==> src/rtl/jtag_host_driver.sv <==
// jtag_host_driver
//   Command-driven JTAG host. A command (RESET, SHIFT_IR, SHIFT_DR, IDLE) is
//   accepted on a valid/ready handshake. It is played out as a series of TCK
//   slots, each CLK_DIV clk cycles low followed by CLK_DIV clk cycles high.
//   TDO is captured at the end of every shift slot, and the captured bits are
//   returned on a valid/ready response channel.
//
// Optional feature:
//   `define JTAG_HOST_TRST_EN  -- RESET first pulses trst_n low for one slot
//                                time, with tck held at 0.
//
// Ports:
//   clk, rst_n                     clock, asynchronous active-low reset
//   cmd_valid/cmd_ready            command handshake
//   cmd_op[1:0]                    00 RESET, 01 SHIFT_IR, 10 SHIFT_DR, 11 IDLE
//   cmd_len[5:0]                   shift bit count (clamped to 1..32), or idle slots
//   cmd_data[31:0]                 shift data, LSB first
//   rsp_valid/rsp_ready            response handshake
//   rsp_data[31:0]                 captured TDO bits, LSB first
//   tck, tms, tdi, trst_n, tdo     JTAG pins
//   busy                           high whenever not idle
module jtag_host_driver #(
  parameter int CLK_DIV = 4
) (
  input  logic        clk,
  input  logic        rst_n,
  input  logic        cmd_valid,
  output logic        cmd_ready,
  input  logic [1:0]  cmd_op,
  input  logic [5:0]  cmd_len,
  input  logic [31:0] cmd_data,
  output logic        rsp_valid,
  input  logic        rsp_ready,
  output logic [31:0] rsp_data,
  output logic        tck,
  output logic        tms,
  output logic        tdi,
  output logic        trst_n,
  input  logic        tdo,
  output logic        busy
);

  localparam logic [1:0] OP_RESET = 2'b00;
  localparam logic [1:0] OP_IR    = 2'b01;
  localparam logic [1:0] OP_DR    = 2'b10;
  localparam logic [1:0] OP_IDLE  = 2'b11;
  localparam logic [7:0] DIV_LAST = 8'(CLK_DIV - 1);

  typedef enum logic [2:0] {
    S_IDLE,
`ifdef JTAG_HOST_TRST_EN
    S_TRST,
`endif
    S_PRE,
    S_SHIFT,
    S_POST,
    S_RESP
  } state_t;

  state_t      state, state_nx;
  logic [5:0]  idx, idx_nx;
  logic [7:0]  div_cnt, div_nx;
  logic        phase, phase_nx;
  logic        start_slot, accept, slot_end, slot_active;
  logic        tms_nx, tdi_nx;
  logic [1:0]  op_q, op_sel;
  logic [5:0]  len_q, len_in, pre_last;
  logic [31:0] data_q, cap;

  // Shift ops keep the clamped bit count; IDLE keeps the raw slot count.
  always_comb begin
    if (cmd_len == 6'd0)       len_in = 6'd1;
    else if (cmd_len > 6'd32)  len_in = 6'd32;
    else                       len_in = cmd_len;
    if (cmd_op == OP_IDLE)     len_in = cmd_len;
  end

  // The first slot's TMS is computed before op_q has been loaded.
  assign op_sel   = (state == S_IDLE) ? cmd_op : op_q;
  assign slot_end = phase && (div_cnt == DIV_LAST);

  always_comb begin
    case (op_q)
      OP_RESET: pre_last = 6'd5;
      OP_IR:    pre_last = 6'd3;
      OP_DR:    pre_last = 6'd2;
      default:  pre_last = len_q - 6'd1;
    endcase
  end

  always_comb begin
    state_nx   = state;
    idx_nx     = idx;
    start_slot = 1'b0;
    accept     = 1'b0;
    case (state)
      S_IDLE: if (cmd_valid) begin
        accept = 1'b1;
        idx_nx = 6'd0;
        if (cmd_op == OP_RESET) begin
`ifdef JTAG_HOST_TRST_EN
          state_nx = S_TRST;
`else
          state_nx = S_PRE;
`endif
          start_slot = 1'b1;
        end else if (cmd_op == OP_IDLE && cmd_len == 6'd0) begin
          state_nx = S_RESP;
        end else begin
          state_nx   = S_PRE;
          start_slot = 1'b1;
        end
      end
`ifdef JTAG_HOST_TRST_EN
      S_TRST: if (slot_end) begin
        state_nx   = S_PRE;
        idx_nx     = 6'd0;
        start_slot = 1'b1;
      end
`endif
      S_PRE: if (slot_end) begin
        if (idx == pre_last) begin
          idx_nx = 6'd0;
          if (op_q == OP_IR || op_q == OP_DR) begin
            state_nx   = S_SHIFT;
            start_slot = 1'b1;
          end else begin
            state_nx = S_RESP;
          end
        end else begin
          idx_nx     = idx + 6'd1;
          start_slot = 1'b1;
        end
      end
      S_SHIFT: if (slot_end) begin
        start_slot = 1'b1;
        if (idx == len_q - 6'd1) begin
          state_nx = S_POST;
          idx_nx   = 6'd0;
        end else begin
          idx_nx = idx + 6'd1;
        end
      end
      S_POST: if (slot_end) begin
        if (idx == 6'd1) begin
          state_nx = S_RESP;
        end else begin
          idx_nx     = idx + 6'd1;
          start_slot = 1'b1;
        end
      end
      S_RESP: if (rsp_ready) state_nx = S_IDLE;
      default: state_nx = S_IDLE;
    endcase
  end

  // Pin values for the slot about to start; tms holds outside the slot states.
  always_comb begin
    tms_nx = tms;
    tdi_nx = 1'b0;
    case (state_nx)
      S_PRE: begin
        case (op_sel)
          OP_RESET: tms_nx = (idx_nx < 6'd5);
          OP_IR:    tms_nx = (idx_nx < 6'd2);
          OP_DR:    tms_nx = (idx_nx == 6'd0);
          default:  tms_nx = 1'b0;
        endcase
      end
      S_SHIFT: begin
        tms_nx = (idx_nx == len_q - 6'd1);
        tdi_nx = data_q[idx_nx[4:0]];
      end
      S_POST:  tms_nx = (idx_nx == 6'd0);
      default: ;
    endcase
  end

  // Slot timer: CLK_DIV cycles per phase, restarted at every slot start.
  always_comb begin
    div_nx   = div_cnt + 8'd1;
    phase_nx = phase;
    if (start_slot) begin
      div_nx   = 8'd0;
      phase_nx = 1'b0;
    end else if (div_cnt == DIV_LAST) begin
      div_nx   = 8'd0;
      phase_nx = ~phase;
    end
    slot_active = (state_nx == S_PRE) || (state_nx == S_SHIFT) || (state_nx == S_POST);
  end

  always_ff @(posedge clk or negedge rst_n) begin
    if (!rst_n) begin
      state   <= S_IDLE;
      idx     <= 6'd0;
      div_cnt <= 8'd0;
      phase   <= 1'b0;
      tck     <= 1'b0;
      tms     <= 1'b1;
      tdi     <= 1'b0;
      cap     <= 32'd0;
    end else begin
      state   <= state_nx;
      idx     <= idx_nx;
      div_cnt <= div_nx;
      phase   <= phase_nx;
      tck     <= phase_nx && slot_active;
      if (start_slot) begin
        tms <= tms_nx;
        tdi <= tdi_nx;
      end
      if (accept)
        cap <= 32'd0;
      else if (state == S_SHIFT && slot_end)
        cap[idx[4:0]] <= tdo;
    end
  end

  // Command payload is captured once at acceptance.
  always_ff @(posedge clk) begin
    if (accept) begin
      op_q   <= cmd_op;
      len_q  <= len_in;
      data_q <= cmd_data;
    end
  end

  assign cmd_ready = (state == S_IDLE);
  assign busy      = (state != S_IDLE);
  assign rsp_valid = (state == S_RESP);
  assign rsp_data  = cap;

`ifdef JTAG_HOST_TRST_EN
  assign trst_n = (state != S_TRST);
`else
  assign trst_n = 1'b1;
`endif

endmodule

==> config.mk <==
export PLATFORM = sky130hd
export DESIGN_NAME = jtag_host_driver
export DESIGN_NICKNAME = d
export VERILOG_FILES = /design/src/rtl/jtag_host_driver.sv
export SDC_FILE = /design/constraint.sdc
export NUM_CORES = 1
export LEC_CHECK = 0
export ABC_AREA = 1
export CORE_ASPECT_RATIO = 1.5
export CORE_MARGIN = 5
export CORE_UTILIZATION = 35
export CTS_CLUSTER_SIZE = 28
export DETAILED_ROUTE_END_ITERATION = 10
export HOLD_SLACK_MARGIN = 0.06
export PLACE_DENSITY = 0.68
export SLEW_MARGIN = 20
export SYNTH_ARGS = -nofsm -noshare
export SYNTH_HDL_FRONTEND = slang
export SYNTH_SLANG_ARGS = --single-unit
==> constraint.sdc <==
create_clock -name clk -period 2.96 [get_ports clk]
set_input_delay 0.444 -clock clk [delete_from_list [all_inputs] [get_ports clk]]
set_output_delay 0.444 -clock clk [all_outputs]
set_load 0.02 [all_outputs]
== Word-level counts from Yosys, hierarchy flattened ==
Cells that the tools add are included.
Storage, ports and cells
  register bits: 93
  bits of input ports: 45
  output and inout port bits: 39
Cells by class
  $add $sub $neg: 3
  $lt $le $gt $ge: 6
  equality and inequality tests: 17
  mux-type cells: 51
  bitwise logic cells: 1
  reduce and logical (&&, ||, !) cells: 18
Operators by type and width (number)
  32-bit 2-to-1 mux: 2
  6-bit 2-to-1 mux: 10
  3-bit 2-to-1 mux: 11
  32-bit bitwise mux: 1
  6-bit case mux with 4 select lines: 1
  6-bit equality test: 3
  6-bit case mux with 3 select lines: 1
  1-bit 2-to-1 mux: 16
  8-bit 2-to-1 mux: 2
  3-bit case mux with 5 select lines: 1
  3-bit by 2-bit equality test with 1-bit output, second input constant: 4
  6-bit zero test: 2
  5-bit by 6-bit < comparator with 1-bit output, second input constant: 2
  8-bit by 1-bit adder with 8-bit output, second input constant: 1
  8-bit by 2-bit equality test with 1-bit output, second input constant: 1
  6-bit by 1-bit adder with 6-bit output, second input constant: 1
  2-bit equality test, second input constant: 3
  3-bit by 1-bit equality test with 1-bit output, second input constant: 2
  6-bit by 1-bit equality test with 1-bit output, second input constant: 1
  6-bit greater-than comparator, second input constant: 1
  2-bit zero test: 3
  6-bit by 2-bit < comparator with 1-bit output, second input constant: 1
  6-bit by 3-bit < comparator with 1-bit output, second input constant: 1
  1-bit case mux with 3 select lines: 2
  15 further kinds: 23

== Longest topological paths before layout ==
  depth in word-level cells: 10
  gate-level depth with buffers: 25
  depth with buffers taken out: 25

== Worst setup path before layout ==
Ideal clock, no wire load.
  path kind: reg2reg
  start point: register state[0]
  end point: register cap[0] (netlist: rsp_data[0])
  library setup time: 120 ps
  arrival time: 3369 ps
  required time: 2840 ps
  slack: -528 ps
  cell stages (with the launch flop): 12
  buffers on the path: 1
  cells stage by stage: dfrtp_1 nor2_1 inv_1 nor2_1 inv_1 nor2_2 inv_2 nand2_1 inv_1 clkbuf_1 o21ai_0 inv_1
Between the ends
  longest elaborated chain between the ends: 3
Ends and longest elaborated chain
  start, declared: RTL line 60  | state_t state, state_nx;
  start signal, assigned: RTL line 204  | state <= state_nx;
  3-bit zero test (*)
  via cmd_ready: RTL line 28  | output logic cmd_ready,
  1-bit 2-to-1 mux (*): RTL line 96  | case (state)
  via accept: RTL line 64  | logic start_slot, accept, slot_end, slot_active;
  32-bit 2-to-1 mux / 2-bit nonzero test (equally long branches)
  end signal, assigned by index: RTL line 216  | cap[idx[4:0]] <= tdo;
  end, declared: RTL line 68  | logic [31:0] data_q, cap;
The timed path passes the listed nets; every way through them passes the cells marked *.
A chain may end at the register's enable or synchronous reset.

== Final worst setup path ==
  start point: register div_cnt[0]
  end point: register tdi
Between the ends
  longest elaborated chain between the ends: 7
Ends and longest elaborated chain
  start, declared: RTL line 62  | logic [7:0] div_cnt, div_nx;
  start signal, assigned: RTL line 206  | div_cnt <= div_nx;
  8-bit by 2-bit equality test with 1-bit output (*): RTL line 80  | assign slot_end = phase && (div_cnt == DIV_LAST);
  1-bit logical AND (*): RTL line 80
  6-bit 2-to-1 mux, on equally long branches: RTL line 144, 121, 135
  6-bit case mux with 4 select lines: RTL line 96
  1-bit binary-select mux with 5-bit select: RTL line 172  | tdi_nx = data_q[idx_nx[4:0]];
  1-bit 2-to-1 mux (implied by the code): RTL line 172
  1-bit 2-to-1 mux: RTL line 161  | case (state_nx)
  end signal, assigned: RTL line 211  | tdi <= tdi_nx;
  end, declared: RTL line 37  | output logic tdi,
Every way passes the cells marked *; elsewhere a longest branch is shown, timed or not. The select of a mux whose other input is x is not followed.

==> out/results.ini <==
[logic_synthesis]
synth_cells=630
yosys_warnings=0
syn_nets=685
synth.distinct_cells=42
synth_seq_cells=93
ys_top_cells_by_area=dfrtp_1, edfxtp_1, nand2_1
synth-edff-count=40
synth_ff_type=dfrtp_1
yosysSeqAreaShare_pct=49.3
syn_avg_cell_area_um2=8.14
yosys.area.top_type_share_pct=25.4
syn_area_um2=5130
yosys.area.top_type=dfrtp_1
synthArstFlopShare_pct=57.0

[cts]
cts.sinks=93
cts_inserted_buffers=9
clock_latency_ns=0.34
root_buffer=clkbuf_16
clk_pin_slew_worst_paths_ns=0.07
tritoncts=yes
h-tree-depth=3
ctsHoldBuffers=0
cts.path.max_buffers=2

[worst_setup_path]
crit_type=reg -> reg
crit_fanout=8
critPathLaunchType=register
cp.required_ns=3.19
arrival_ns=3.15
end_kind=register

[floorplan]
row_count=54
start_util_pct=35.5
die_h_um=158
die_w_um=109
core_area_um2=14500
pin_count=84
die_area_um2=17200

[timing]
setup_violations=0
rsz0062_at_grt=yes
post-route-period-util_pct=98.8
hold_ws_ns=0.137
fin_setup_tns_ns=0
finalHoldViolCount=0
fin_skew_ns=0.00431
tightest_slew_ns=0.666
finalCriticalPeriod_ns=2.92
drv_slew=0
timing.fmax_ghz=0.342
slew_headroom_pct=55.6

[power]
power_density_nw_per_um2=657
irDropWorstVdd_v=0.000407
p_leak_nw=3.12

[routing]
dr.pass1.iters=5
vias=4528
routed_wl_um=13700
first_iter_violations=283
detail_route.wl_per_cell_um=14.7
via_per_inst=4.86
drc=0
ant_nets=0

[layout]
final_nets=785
fillers=1461
mostFrequentLayoutCells=nand2_1, clkdlybuf4s50_1, nand3_1, inv_1, dfrtp_1
seqCellArea_um2=2530
layout-drive-gt1-share_pct=13.2
diodes=0
multi_input_comb_area_um2=2300
syn2layout_area_growth_pct=30.4
mostFrequentLayoutCell=nand2_1

[grt]
first_global_vias=4414
grt_use_total_pct=16.2
grt_antenna_before_repair=0
grt_pass1_wl_um=21700
overflow=0
grt_max_degree=43

[place]
place_congestion=0.964
dp_hpwl_um=10200
port_buffers=82

[worst_hold_path]
worstHoldPathType=in -> async

[run_status]
outcome=completed

[job]
cap_violations=0

[repair_timing]
| item | CTS | global route |
|---|---|---|
| setup endpoints to repair | 0 | 3 |
| gates resized for setup | 0 | 21 |
| buffers inserted | 0 | 6 |
| hold endpoints to repair | 0 | 0 |
[state kept, by name, summed over array words and instances (netlist names)]
| signal | cells |
|---|---|
| div_cnt | 8 |
| state | 3 |
| len_q | 6 |
| data_q | 32 |
| tms | 1 |
| phase | 1 |
| tck | 1 |
| idx | 6 |
| rsp_data | 32 |
| op_q | 2 |
| tdi | 1 |
[power by group]
part / switching [mW] / total, mW / internal, mW / leakage (nW)
Clock: 0.492 / 1.15 / 0.655 / 0.130
Sequential: 0.128 / 1.65 / 1.52 / 1.08
Combinational: 1.02 / 1.60 / 0.579 / 1.91
Total: 1.64 / 4.39 / 2.75 / 3.12
[cell families (layout without fill, tap and decap cells)]
| kind of cell | after synthesis | after routing | synth area share (%) |
|---|---|---|---|
| other | 1 | 1 | 0.0731 |
| XOR/XNOR | 7 | 7 | 1.20 |
| adder cells (fa/ha/maj) | 10 | 10 | 2.44 |
| AND/OR/NAND/NOR | 342 | 346 | 30.2 |
| AO/OA/AOI/OAI | 74 | 74 | 8.44 |
| buffers and inverters | 103 | 204 | 8.37 |
| flip-flops | 93 | 93 | 49.3 |
[metrics by stage]
stage                     setup slack (ns)  power (mW)  util, %  cells  instance area (um2)
after floorplan                      0.115        2.68        -    630                 5130
after global routing                -0.117        4.67     46.2    931                 6680
after detailed placement            0.0992        3.11     42.9    905                 6200
after global placement               0.146        3.10     42.9    905                 6200
final                               0.0351        4.39     46.2    931                 6680
after CTS                           0.0819        4.27     45.0    921                 6500
[worst paths after layout]
check	startpoint	end	slack (ns)	cells past startpoint
min reg2reg	div_cnt[0]	div_cnt[0]	0.49	1
min in group clk	div_cnt[0]	div_cnt[0]	0.49	1
min	rst_n	rsp_data[27]	0.14	1
max in group asynchronous	rst_n	tms	2.10	2
max reg2reg	div_cnt[0]	tdi	0.04	18
max	div_cnt[0]	tdi	0.04	18
[synth_stat cells (2+ instances only)]
cell type,count
a21boi_0,3
a21oi_1,12
a22oi_1,7
a31oi_1,8
and3_1,4
buf_2,4
buf_4,3
buf_6,2
clkbuf_1,9
clkinv_1,2
dfrtp_1,52
edfxtp_1,40
ha_1,10
inv_1,67
inv_2,15
nand2_1,167
nand2_2,9
nand3_1,82
nand3_2,3
nand4_1,8
nor2_1,40
nor2_2,6
nor3_1,13
nor3_2,2
nor4_1,3
o21ai_0,35
o21ai_1,3
xor2_1,7
[final cells by class]
cell class | count | area share [%]
clock buffer | 9 | 3.37
multi-input combinational | 438 | 34.4
clock inverter | 7 | 1.14
timing repair buffer | 104 | 14.8
sequential | 93 | 37.8
tap | 196 | 3.67
inverter | 84 | 4.75
[critical path, stage by stage, from the launching register on]
cell and delay, ns:
dfrtp_1 0.38, ha_2 0.21, nand3_2 0.10, nor4_4 0.29, ha_2 0.29, nand2_2 0.08
o21ai_2 0.16, a21oi_2 0.06, nor3_4 0.34, buf_4 0.19, nand2_4 0.08, nand3_1 0.08
nand3_1 0.09, nand3_1 0.11, nand3_1 0.07, nand2_1 0.07, nand2_1 0.06, nand3_1 0.11
nand2_1 0.06
[layer usage]
metal	share of wire [%]	routed length (um)	global-route usage, %
met5	0	0	0
met3	4.2	578	2.57
met4	3.8	514	8.00
met2	53	7320	29.6
met1	39	5280	17.9
No activity file was read; power rests on OpenSTA's default activity.
